==> src/rtl/audio_pkg.sv <==
// Shared definitions for the I2S line-in receive path: channel encoding, default sample width, rx FSM states.
// Latency: none (types and constants only).
// Backpressure: none.
//
// Contents:
//   I2S_LEFT / I2S_RIGHT  word-clock level that selects each channel
//   AUDIO_WIDTH           default captured bits per channel
//   rx_state_e            receiver FSM state encoding
package audio_pkg;

    localparam logic I2S_LEFT    = 1'b0;
    localparam logic I2S_RIGHT   = 1'b1;
    localparam int   AUDIO_WIDTH = 24;

    typedef enum logic [1:0] {
        IDLE  = 2'd0,
        DELAY = 2'd1,
        SHIFT = 2'd2,
        PAD   = 2'd3
    } rx_state_e;

endpackage

==> src/rtl/i2s_sync_edge.sv <==
// Multi-flop synchronizer for one raw I2S pin, with optional rising-edge detect on the synced level.
// Latency: SYNC_STAGES clk from pin to dout; rise is valid in the same cycle dout first reads 1.
// Backpressure: none; free-running sampler.
//
// Ports:
//   clk, reset  system clock, synchronous active-high reset
//   din         raw asynchronous input
//   dout        synchronized level
//   rise        1-cycle pulse when dout goes 0 -> 1 (held 0 when RISE_DET is 0)
module i2s_sync_edge #(
    parameter int SYNC_STAGES = 2,
    parameter bit RISE_DET    = 1'b0
) (
    input  logic clk,
    input  logic reset,
    input  logic din,
    output logic dout,
    output logic rise
);

    logic [SYNC_STAGES-1:0] sync_q;
    logic [SYNC_STAGES-1:0] sync_d;
    logic                   prev_q;
    logic                   prev_d;

    always_comb begin
        sync_d = {sync_q[SYNC_STAGES-2:0], din};
        // Edge history is only kept where someone wants the edge.
        prev_d = RISE_DET ? sync_q[SYNC_STAGES-1] : 1'b0;
    end

    always_ff @(posedge clk) begin
        if (reset) begin
            sync_q <= '0;
            prev_q <= 1'b0;
        end else begin
            sync_q <= sync_d;
            prev_q <= prev_d;
        end
    end

    assign dout = sync_q[SYNC_STAGES-1];
    assign rise = RISE_DET & dout & ~prev_q;

endmodule

==> src/rtl/i2s_line_in_receiver.sv <==
// I2S receiver: oversamples bclk/lrclk/sdata from the codec ADC and emits paired left/right samples.
// Latency: sample_valid rises SYNC_STAGES+2 clk after the raw bclk rise carrying the right-channel LSB.
// Backpressure: none; the codec cannot be stalled, consumers must take each sample_valid pulse.
//
// Ports:
//   clk, reset            system clock (clk_100), synchronous active-high reset
//   bclk, lrclk, sdata    raw asynchronous I2S pins from the codec (lrclk 0 = left)
//   sample_l, sample_r    last complete L/R pair, two's complement
//   sample_valid          1-cycle pulse, sample_l/r updated this cycle
//   frame_err             1-cycle pulse on a short or overlong half-frame
//   locked                high after the first good L+R pair, cleared by frame_err
module i2s_line_in_receiver
    import audio_pkg::*;
#(
    parameter int DATA_WIDTH  = AUDIO_WIDTH,
    parameter int SLOT_BITS   = 32,
    parameter int SYNC_STAGES = 2
) (
    input  logic                  clk,
    input  logic                  reset,
    input  logic                  bclk,
    input  logic                  lrclk,
    input  logic                  sdata,
    output logic [DATA_WIDTH-1:0] sample_l,
    output logic [DATA_WIDTH-1:0] sample_r,
    output logic                  sample_valid,
    output logic                  frame_err,
    output logic                  locked
);

    localparam int CNT_W  = $clog2(DATA_WIDTH + 1);
    localparam int SLOT_W = $clog2(SLOT_BITS + 2);
    localparam logic [CNT_W-1:0]  LAST_BIT = CNT_W'(DATA_WIDTH - 1);
    localparam logic [SLOT_W-1:0] SLOT_MAX = SLOT_W'(SLOT_BITS);

    // ---------------------------------------------------------------
    // Input synchronizers
    // ---------------------------------------------------------------
    logic bclk_lvl_unused;
    logic bclk_rise;
    logic lrclk_s;
    logic lrclk_rise_unused;
    logic sdata_s;
    logic sdata_rise_unused;

    i2s_sync_edge #(.SYNC_STAGES(SYNC_STAGES), .RISE_DET(1'b1)) u_sync_bclk (
        .clk   (clk),
        .reset (reset),
        .din   (bclk),
        .dout  (bclk_lvl_unused),
        .rise  (bclk_rise)
    );

    i2s_sync_edge #(.SYNC_STAGES(SYNC_STAGES), .RISE_DET(1'b0)) u_sync_lrclk (
        .clk   (clk),
        .reset (reset),
        .din   (lrclk),
        .dout  (lrclk_s),
        .rise  (lrclk_rise_unused)
    );

    i2s_sync_edge #(.SYNC_STAGES(SYNC_STAGES), .RISE_DET(1'b0)) u_sync_sdata (
        .clk   (clk),
        .reset (reset),
        .din   (sdata),
        .dout  (sdata_s),
        .rise  (sdata_rise_unused)
    );

    // ---------------------------------------------------------------
    // State and datapath registers
    // ---------------------------------------------------------------
    rx_state_e             state_q, state_d;
    logic                  lr_prev_q, lr_prev_d;
    logic                  lr_seen_q, lr_seen_d;
    logic                  chan_q, chan_d;
    logic [CNT_W-1:0]      bit_cnt_q, bit_cnt_d;
    logic [SLOT_W-1:0]     slot_cnt_q, slot_cnt_d;
    logic [DATA_WIDTH-1:0] shreg_q, shreg_d;
    logic                  commit_q, commit_d;
    logic                  commit_chan_q, commit_chan_d;
    logic [DATA_WIDTH-1:0] held_l_q, held_l_d;
    logic                  have_l_q, have_l_d;
    logic [DATA_WIDTH-1:0] sample_l_q, sample_l_d;
    logic [DATA_WIDTH-1:0] sample_r_q, sample_r_d;
    logic                  sample_valid_q, sample_valid_d;
    logic                  frame_err_q, frame_err_d;
    logic                  locked_q, locked_d;

    // lr_prev is meaningless until it has been loaded by one bclk rise after
    // reset; without this qualifier a stream that starts in a right slot
    // would look like a word-clock edge against the cleared lr_prev.
    logic lr_edge;
    logic last_bit;
    logic slot_overrun;
    logic short_slot;
    logic pad_err;
    logic word_done;

    always_comb begin
        lr_edge      = bclk_rise & lr_seen_q & (lrclk_s != lr_prev_q);
        last_bit     = (bit_cnt_q == LAST_BIT);
        slot_overrun = bclk_rise & ~lr_edge & (slot_cnt_q >= SLOT_MAX);
        short_slot   = (state_q == SHIFT) & lr_edge & ~last_bit;
        pad_err      = (state_q == PAD) & slot_overrun;
        word_done    = (state_q == SHIFT) & bclk_rise & last_bit;
    end

    // ---------------------------------------------------------------
    // FSM: state register
    // ---------------------------------------------------------------
    always_ff @(posedge clk) begin
        if (reset) begin
            state_q <= IDLE;
        end else begin
            state_q <= state_d;
        end
    end

    // ---------------------------------------------------------------
    // FSM: next state
    // The bclk rise that reveals a word-clock edge is itself the one-bit
    // delay slot (it carries the previous slot's last bit), so DELAY only
    // needs one clk to clear the bit counter before the MSB rise arrives.
    // The clk >= 4x bclk ratio guarantees no rise lands in DELAY.
    // ---------------------------------------------------------------
    always_comb begin
        state_d = state_q;
        case (state_q)
            IDLE: begin
                if (lr_edge) state_d = DELAY;
            end
            DELAY: begin
                state_d = SHIFT;
            end
            SHIFT: begin
                if (lr_edge) begin
                    state_d = DELAY;
                end else if (word_done) begin
                    state_d = PAD;
                end
            end
            PAD: begin
                if (lr_edge) begin
                    state_d = DELAY;
                end else if (slot_overrun) begin
                    state_d = IDLE;
                end
            end
            default: state_d = IDLE;
        endcase
    end

    // ---------------------------------------------------------------
    // FSM outputs and datapath next values
    // ---------------------------------------------------------------
    always_comb begin
        lr_prev_d      = lr_prev_q;
        lr_seen_d      = lr_seen_q;
        chan_d         = chan_q;
        bit_cnt_d      = bit_cnt_q;
        slot_cnt_d     = slot_cnt_q;
        shreg_d        = shreg_q;
        commit_d       = 1'b0;
        commit_chan_d  = commit_chan_q;
        held_l_d       = held_l_q;
        have_l_d       = have_l_q;
        sample_l_d     = sample_l_q;
        sample_r_d     = sample_r_q;
        sample_valid_d = 1'b0;
        frame_err_d    = 1'b0;
        locked_d       = locked_q;

        if (bclk_rise) begin
            lr_prev_d = lrclk_s;
            lr_seen_d = 1'b1;
            if (lr_edge) begin
                slot_cnt_d = '0;
            end else if (state_q != IDLE) begin
                slot_cnt_d = slot_cnt_q + SLOT_W'(1);
            end
        end

        // Channel of the slot now starting; the word that may complete on
        // this same rise still belongs to the old chan_q.
        if (lr_edge) chan_d = lrclk_s;

        if (state_q == DELAY) bit_cnt_d = '0;

        if ((state_q == SHIFT) && bclk_rise && !short_slot) begin
            shreg_d   = {shreg_q[DATA_WIDTH-2:0], sdata_s};
            bit_cnt_d = bit_cnt_q + CNT_W'(1);
        end

        // The word is fully in shreg one cycle after word_done; pairing is
        // done in that cycle so the outputs and the valid pulse line up.
        if (word_done) begin
            commit_d      = 1'b1;
            commit_chan_d = chan_q;
        end

        if (commit_q) begin
            if (commit_chan_q == I2S_LEFT) begin
                held_l_d = shreg_q;
                have_l_d = 1'b1;
            end else if ((commit_chan_q == I2S_RIGHT) && have_l_q) begin
                sample_l_d     = held_l_q;
                sample_r_d     = shreg_q;
                sample_valid_d = 1'b1;
                have_l_d       = 1'b0;
                locked_d       = 1'b1;
            end
        end

        // Errors only occur on a rise, never in a commit cycle.
        if (short_slot || pad_err) begin
            frame_err_d = 1'b1;
            have_l_d    = 1'b0;
            locked_d    = 1'b0;
        end
    end

    always_ff @(posedge clk) begin
        if (reset) begin
            lr_prev_q      <= 1'b0;
            lr_seen_q      <= 1'b0;
            chan_q         <= I2S_LEFT;
            bit_cnt_q      <= '0;
            slot_cnt_q     <= '0;
            shreg_q        <= '0;
            commit_q       <= 1'b0;
            commit_chan_q  <= I2S_LEFT;
            held_l_q       <= '0;
            have_l_q       <= 1'b0;
            sample_l_q     <= '0;
            sample_r_q     <= '0;
            sample_valid_q <= 1'b0;
            frame_err_q    <= 1'b0;
            locked_q       <= 1'b0;
        end else begin
            lr_prev_q      <= lr_prev_d;
            lr_seen_q      <= lr_seen_d;
            chan_q         <= chan_d;
            bit_cnt_q      <= bit_cnt_d;
            slot_cnt_q     <= slot_cnt_d;
            shreg_q        <= shreg_d;
            commit_q       <= commit_d;
            commit_chan_q  <= commit_chan_d;
            held_l_q       <= held_l_d;
            have_l_q       <= have_l_d;
            sample_l_q     <= sample_l_d;
            sample_r_q     <= sample_r_d;
            sample_valid_q <= sample_valid_d;
            frame_err_q    <= frame_err_d;
            locked_q       <= locked_d;
        end
    end

    assign sample_l     = sample_l_q;
    assign sample_r     = sample_r_q;
    assign sample_valid = sample_valid_q;
    assign frame_err    = frame_err_q;
    assign locked       = locked_q;

endmodule

==> config.mk <==
export PLATFORM = sky130hd
export DESIGN_NAME = i2s_line_in_receiver
export DESIGN_NICKNAME = d
export VERILOG_FILES = /design/src/rtl/audio_pkg.sv /design/src/rtl/i2s_sync_edge.sv /design/src/rtl/i2s_line_in_receiver.sv
export SDC_FILE = /design/constraint.sdc
export NUM_CORES = 1
export LEC_CHECK = 0
export BUFFER_PORTS_ARGS = -buffer_cell sky130_fd_sc_hd__buf_2
export CORE_ASPECT_RATIO = 0.9
export CORE_MARGIN = 3
export CORE_UTILIZATION = 50
export DETAILED_ROUTE_END_ITERATION = 12
export PLACE_DENSITY = 0.7
export SLEW_MARGIN = 15
export SYNTH_ARGS = -nofsm -noshare
export SYNTH_HDL_FRONTEND = slang
export SYNTH_SLANG_ARGS = --single-unit
==> constraint.sdc <==
create_clock -name clk -period 1.9 [get_ports clk]
set_input_delay 0.38 -clock clk [delete_from_list [all_inputs] [get_ports clk]]
set_output_delay 0.38 -clock clk [all_outputs]
set_load 0.1 [all_outputs]
Word-level counts from Yosys, hierarchy flattened
Cells that the tools add are included.

storage, ports and cells
  register bits after elaboration = 125
  bits in latches = 0
  RAM bits = 0
  ROM bits = 0
  output and inout bits = 51
  word-level logic and storage cells = 78
  memories kept = 0

cells by class
  $add $sub $neg = 2
  $mul = 0
  divide/modulo/power cells = 0
  order comparisons = 1
  equality and inequality tests = 9
  shift-type cells = 0
  muxes and demuxes = 15
  bitwise gates (word level) = 15
  reductions and logical operators = 16

operator list
  cell                 count
  $mux 6               2
  $and 1x1->1          10
  $mux 2               5
  $mux 5               2
  $pmux 2 s4           1
  $add 6x1->6 const B  1
  $ge 6x6->1 const B   1
  $ne 3x3->1 const B   2
  $reduce_and 2->1     3
  $reduce_and 3->1     2
  $reduce_bool 2->1    3
  $add 5x1->5 const B  1
  $eq 5x5->1 const B   1
  $mux 1               5
  $not 1->1            5
  $eq 2x2->1 const B   2
  $logic_and 1x1->1    3
  $reduce_or 3->1      1
  $eq 2x1->1 const B   1
  $logic_not 2->1      1
  $ne 2x1->1 const B   1
  $ne 2x2->1 const B   1
  $reduce_or 2->1      1
  $logic_not 1->1      1
  other kinds (2)      2

Longest topological paths before layout
  word-level depth = 10
  mapped depth = 6
  gate-level depth less buffers = 5

Modules after synthesis
Synthesis repeated with hierarchy kept, for this count alone.

unflattened totals
  cell total of the unflattened synthesis = 555
  area total of the unflattened synthesis = 4501.8 um2

modules (own cells, without submodules)
  module                             times used  cells each  area each (um2)
  i2s_line_in_receiver               1           536         4286.6
  i2s_sync_edge at u_sync_lrclk ...  2           6           63.8
  i2s_sync_edge at u_sync_bclk       1           7           87.6

Worst setup path after synthesis
No wires, ideal clock.

  path type = register to register
  start = register bit_cnt_q[0]
  end = register bit_cnt_q[4]
  setup time = 0.120 ns
  arrival = 1.477 ns
  required time = 1.780 ns
  path slack = 0.303 ns
  cell stages (with the launch flop) = 6
  period minus slack after synthesis = 1.597 ns
  path through = dfxtp_1 -> ha_1 -> nand4b_2 -> a31o_2 -> and3_1 -> a211o_1

between the ends
  cells in the longest elaborated chain, start to end = 6

RTL lines
  item                                                                 RTL line                     RTL
  start, declared                                                      i2s_line_in_receiver.sv:77   logic [CNT_W-1:0] bit_cnt_q, bit_cnt_d;
  start signal, assigned                                               i2s_line_in_receiver.sv:244  bit_cnt_q <= bit_cnt_d;
  parallel branches: the longest is 6 deep, another holds $add 5x1->5  -

Several ways; the timed one is not identified.
A chain may end at the register's enable or synchronous reset.

Worst setup path in the final report
Same ends and word-level chain as after synthesis.

==> impl.org <==
** Drt
- The count of nets left with antenna violations once routing finished came out at 0.
- Dividing the detail-routed via count by the number of cells gives 5.12.
- Via count of the routed design :: 3735
- For this block, the initial DRC count from the detailed router was 163.
- First-pass iteration count of the detailed router :: 5
- Routed wire length :: 9530 µm
- DRC violation count after routing :: 0
- In the final routed layout, each cell accounts on average for 13.1 µm.

** Die
- Horizontal die dimension :: 106 µm
- The die covers 10200 µm².
- Pin placement for this block handled 56 I/O pins.
- Starting utilization of the core area :: 52.0%
- Vertical die dimension :: 96.2 µm
- The region available for standard cell placement spans 8690 µm².
- Standard-cell row count :: 32

** Final layout
- Area occupied by multi-input gates :: 1870 µm²
- Filler cell count :: 751
- Layout Area Growth over Synthesis :: 22.7%
- The repair_antennas step left the layout with diodes totalling 0.
- Area used by sequential logic in the layout :: 2500 µm²
- Fin util :: 63.8%
- In the final design database the tool counted 605 nets.
- Share of cells above drive strength 1 :: 18.0%
- After routing the design area is 5540 µm².

** STA
- Fraction of the cycle the final worst path needs :: 93.3%
- Top achievable clock speed :: 0.564 GHz
- The clock period could shrink to 1.77 ns.
- Normalized max-slew margin :: 60.2%
- For the pin with the worst max-slew slack, the measured transition is 0.590 ns.
- Fin. max-slew vios :: 0
- Setup violations, final :: 0
- Worst clock skew on the final layout :: 0.0112 ns
- Number of hold-slack violations in the final timing report :: 0

** Setup path
- The worst setup path is launched from a flop.
- CP arrival :: 2.23 ns
- STA puts the critical path data required time at 2.36 ns.
- Logic depth of the worst register-to-register path :: 6
- The critical path in this run is classified as flop to flop.
- Start of the worst register-to-register path :: bit_cnt_q[0]$_SDFFE_PP0P_
- Endpoint of the most critical register-to-register path :: bit_cnt_q[4]$_SDFFE_PP0P_
- Of all nets on the critical path, the largest fanout is 14.
- Critical path endpoint category :: flop
- Reg-to-reg setup timing slack :: 0.13 ns

** Clock tree
- Clk Tree Root Cell :: clkbuf_8
- Clock Latency Late Sink :: 0.52 ns
- TritonCTS buffer count :: 17
- In this run the deepest clock path goes through 2 buffers.
- H-tree depth :: 4
- The clock drives 125 sinks.
- Post-CTS setup repair buffer count :: 0
- After clock tree synthesis, the flow added hold-fix buffers numbering 0.
- Post_cts resized :: 0
- Register clock-pin slew on the reported worst setup and hold paths :: 0.06 ns
- Clock tree from TritonCTS :: yes

** Worst hold path
- Worst Hold Path EP :: u_sync_sdata.sync_q[0]$_SDFF_PP0_
- Cell depth of the worst min-delay path :: 2
- Min-delay src :: sdata
- Min-delay worst type :: input port to flop

** Run
- Max-cap violations in this run came to 0.

** Run status
- Status :: completed

** Logic synthesis
- Portion of synthesized cell area occupied by the leading cell type :: 55.4%
- The cell area that synthesis handed to floorplanning was 4520 µm².
- Count of cell types in the netlist :: 43
- Net count after synthesis :: 555
- In this run, synthesis produced a sequential element count of 125.
- Most common flop cell mapped by yosys :: dfxtp_1
- A synthesized cell averages 8.26 µm².
- Number of synthesized flops with an enable pin :: 0
- Ys Warns :: 0
- The cell count after synthesis came out at 547.
- Sequential-to-total area share from yosys stat :: 55.4%
- Yosys attributes the largest share of cell area to dfxtp_1, nand2_1, a21oi_1, clkbuf_1, nor2_1.
- For this run, asynchronously set or reset flops after synthesis account for 0%.
- The synthesized design spends more area on one cell type than any other, namely dfxtp_1.

** Global route
- First-pass GRT wire length :: 15600 µm
- The number of antenna violations at the first check in global routing was 0.
- Number of global-route vias before repair :: 3371
- Maximum number of pins on one net before global-route repair :: 92
- Total global routing overflow :: 0
- All-layer global routing usage :: 19.3%

** Power and ir drop
- Relative contribution of the clock network to total power :: 54.6%
- Dividing total power by cell area gives a power density of 1080 nW/µm².
- Leakage dissipation :: 2.10 nW
- The worst-case IR drop observed on VDD is 0.599 mV.
- Internal Pwr Total :: 4.73 mW
- Net switching is 20.7% of the power.
- Fraction of power consumed by sequential logic :: 44.3%
- Summed over all nets, the switching power comes to 1.23 mW.
- Combinational share of power :: 1.2%

** Placed design
- Number of port buffers :: 55
- Routability congestion estimate :: 0.854
- Summing all placed instances gives a cell area of 4920 µm².
- The HPWL after detailed placement is 5960 µm.
## power by group through the flow
stage	Sequential, mW	Clock [mW]	Combinational, mW
floorplan	2.69	0	0.0497
global placement	2.69	0	0.0676
detailed placement	2.69	0	0.0692
CTS	2.64	3.30	0.0690
global route	2.64	3.39	0.0766
finish	2.64	3.25	0.0696
## worst max-delay path by stage
stage                                   start                   endpoint  slack (ns)  depth (start not counted)
floorplan           bit_cnt_q[0]$_SDFFE_PP0P_  bit_cnt_q[4]$_SDFFE_PP0P_        0.30                          5
global placement    bit_cnt_q[0]$_SDFFE_PP0P_  bit_cnt_q[4]$_SDFFE_PP0P_        0.20                          6
detailed placement  bit_cnt_q[0]$_SDFFE_PP0P_  bit_cnt_q[4]$_SDFFE_PP0P_        0.15                          5
CTS                 bit_cnt_q[0]$_SDFFE_PP0P_  bit_cnt_q[4]$_SDFFE_PP0P_        0.05                          6
global route        bit_cnt_q[0]$_SDFFE_PP0P_  bit_cnt_q[4]$_SDFFE_PP0P_      -0.005                          6
finish              bit_cnt_q[0]$_SDFFE_PP0P_  bit_cnt_q[4]$_SDFFE_PP0P_        0.13                          6
## area by class of cell
class,instances,area share (%)
Clock inverter,12,2.91
Clock buffer,20,8.04
Timing Repair Buffer,68,7.23
Multi-Input combinational cell,381,33.7
Inverter,4,0.271
Tap cell,119,2.69
Sequential cell,125,45.2
## metrics by stage
step           power [mW]  std cells  setup slack, ns  hold WS (ns)  TNS (ns)
2_1_floorplan        2.74        547            0.303         0.414         0
3_3_place_gp         2.76        697            0.197         0.424         0
3_5_place_dp         2.76        697            0.147         0.426         0
4_1_cts              6.00        729           0.0549        0.0467         0
5_1_grt              6.10        729         -0.00462        0.0618  -0.00462
6_report             5.96        729            0.128        0.0707         0
## registers in the layout, summed over array words and instances (netlist names)
| signal | cells |
|---|---|
| u_sync_lrclk.sync_q | 2 |
| bit_cnt_q | 5 |
| lr_prev_q | 1 |
| u_sync_bclk.prev_q | 1 |
| frame_err | 1 |
| commit_chan_q | 1 |
| slot_cnt_q | 6 |
| shreg_q | 24 |
| held_l_q | 24 |
| commit_q | 1 |
| have_l_q | 1 |
| u_sync_bclk.sync_q | 2 |
| u_sync_sdata.sync_q | 2 |
| sample_valid | 1 |
| sample_r | 24 |
| lr_seen_q | 1 |
| state_q | 2 |
| sample_l | 24 |
| chan_q | 1 |
| locked | 1 |
## synthesized netlist by cell type (all sizes together) (2+ instances only)
cell     number
dfxtp       125
xnor2         2
inv           4
a21oi       102
nand2b        2
nor2b         8
ha            3
buf          11
xor2          4
nor3          4
and3          3
nand4b        2
nand3         5
clkbuf       26
o21ai         7
a211o         2
o211ai        2
and2          2
o2111ai       3
nor2         15
nor4b         2
nand2       197
## worst max-delay path, cell delays in order, from the launching register on
cell	delay, ns
dfxtp_1	0.38
ha_1	0.25
nand4b_2	0.20
a31o_4	0.32
buf_4	0.19
nor4_2	0.24
a211o_1	0.13
## routing by layer
layer	wire length, µm	vias to the layer above	global-route usage, %
li1	-	1906	-
met5	0	-	0
met3	399	14	4.49
met1	4590	1737	24.2
met2	4390	78	31.1
met4	148	0	10.2
## cells by family (layout without fill, tap and decap cells)
family / Yosys count / after routing / share of synthesized area, %
AOI/OAI and AO/OA: 124 / 124 / 15.1
xor gates and xnor gates: 6 / 6 / 1.33
adders and majority gates: 3 / 3 / 0.831
buffers and inverters: 41 / 104 / 3.80
DFF: 125 / 125 / 55.4
muxes: 1 / 1 / 0.222
and+or+nand+nor: 247 / 247 / 23.3
## layout by cell type, fill, tap and decap left out, types with 2 or more instances in the layout
master / Yosys / final
nor3_1: 4 / 4
clkbuf_8: 0 / 3
nor2b_1: 8 / 7
clkbuf_16: 0 / 16
inv_1: 4 / 4
and3_1: 3 / 2
buf_2: 8 / 54
ha_1: 3 / 3
inv_6: 0 / 2
a211o_1: 2 / 2
o21ai_0: 6 / 6
buf_4: 0 / 12
a21oi_1: 102 / 102
nand2b_1: 2 / 2
clkinvlp_4: 0 / 3
xnor2_1: 2 / 2
nor2_1: 15 / 15
nand3_1: 5 / 4
and2_1: 2 / 2
nand2_1: 197 / 197
bufinv_16: 0 / 3
o2111ai_1: 3 / 3
clkinv_4: 0 / 3
nor4b_1: 2 / 2
xor2_1: 3 / 3
o211ai_1: 2 / 2
buf_12: 0 / 2
dfxtp_1: 125 / 125
Note: power is estimated with default switching activity, not from simulation.
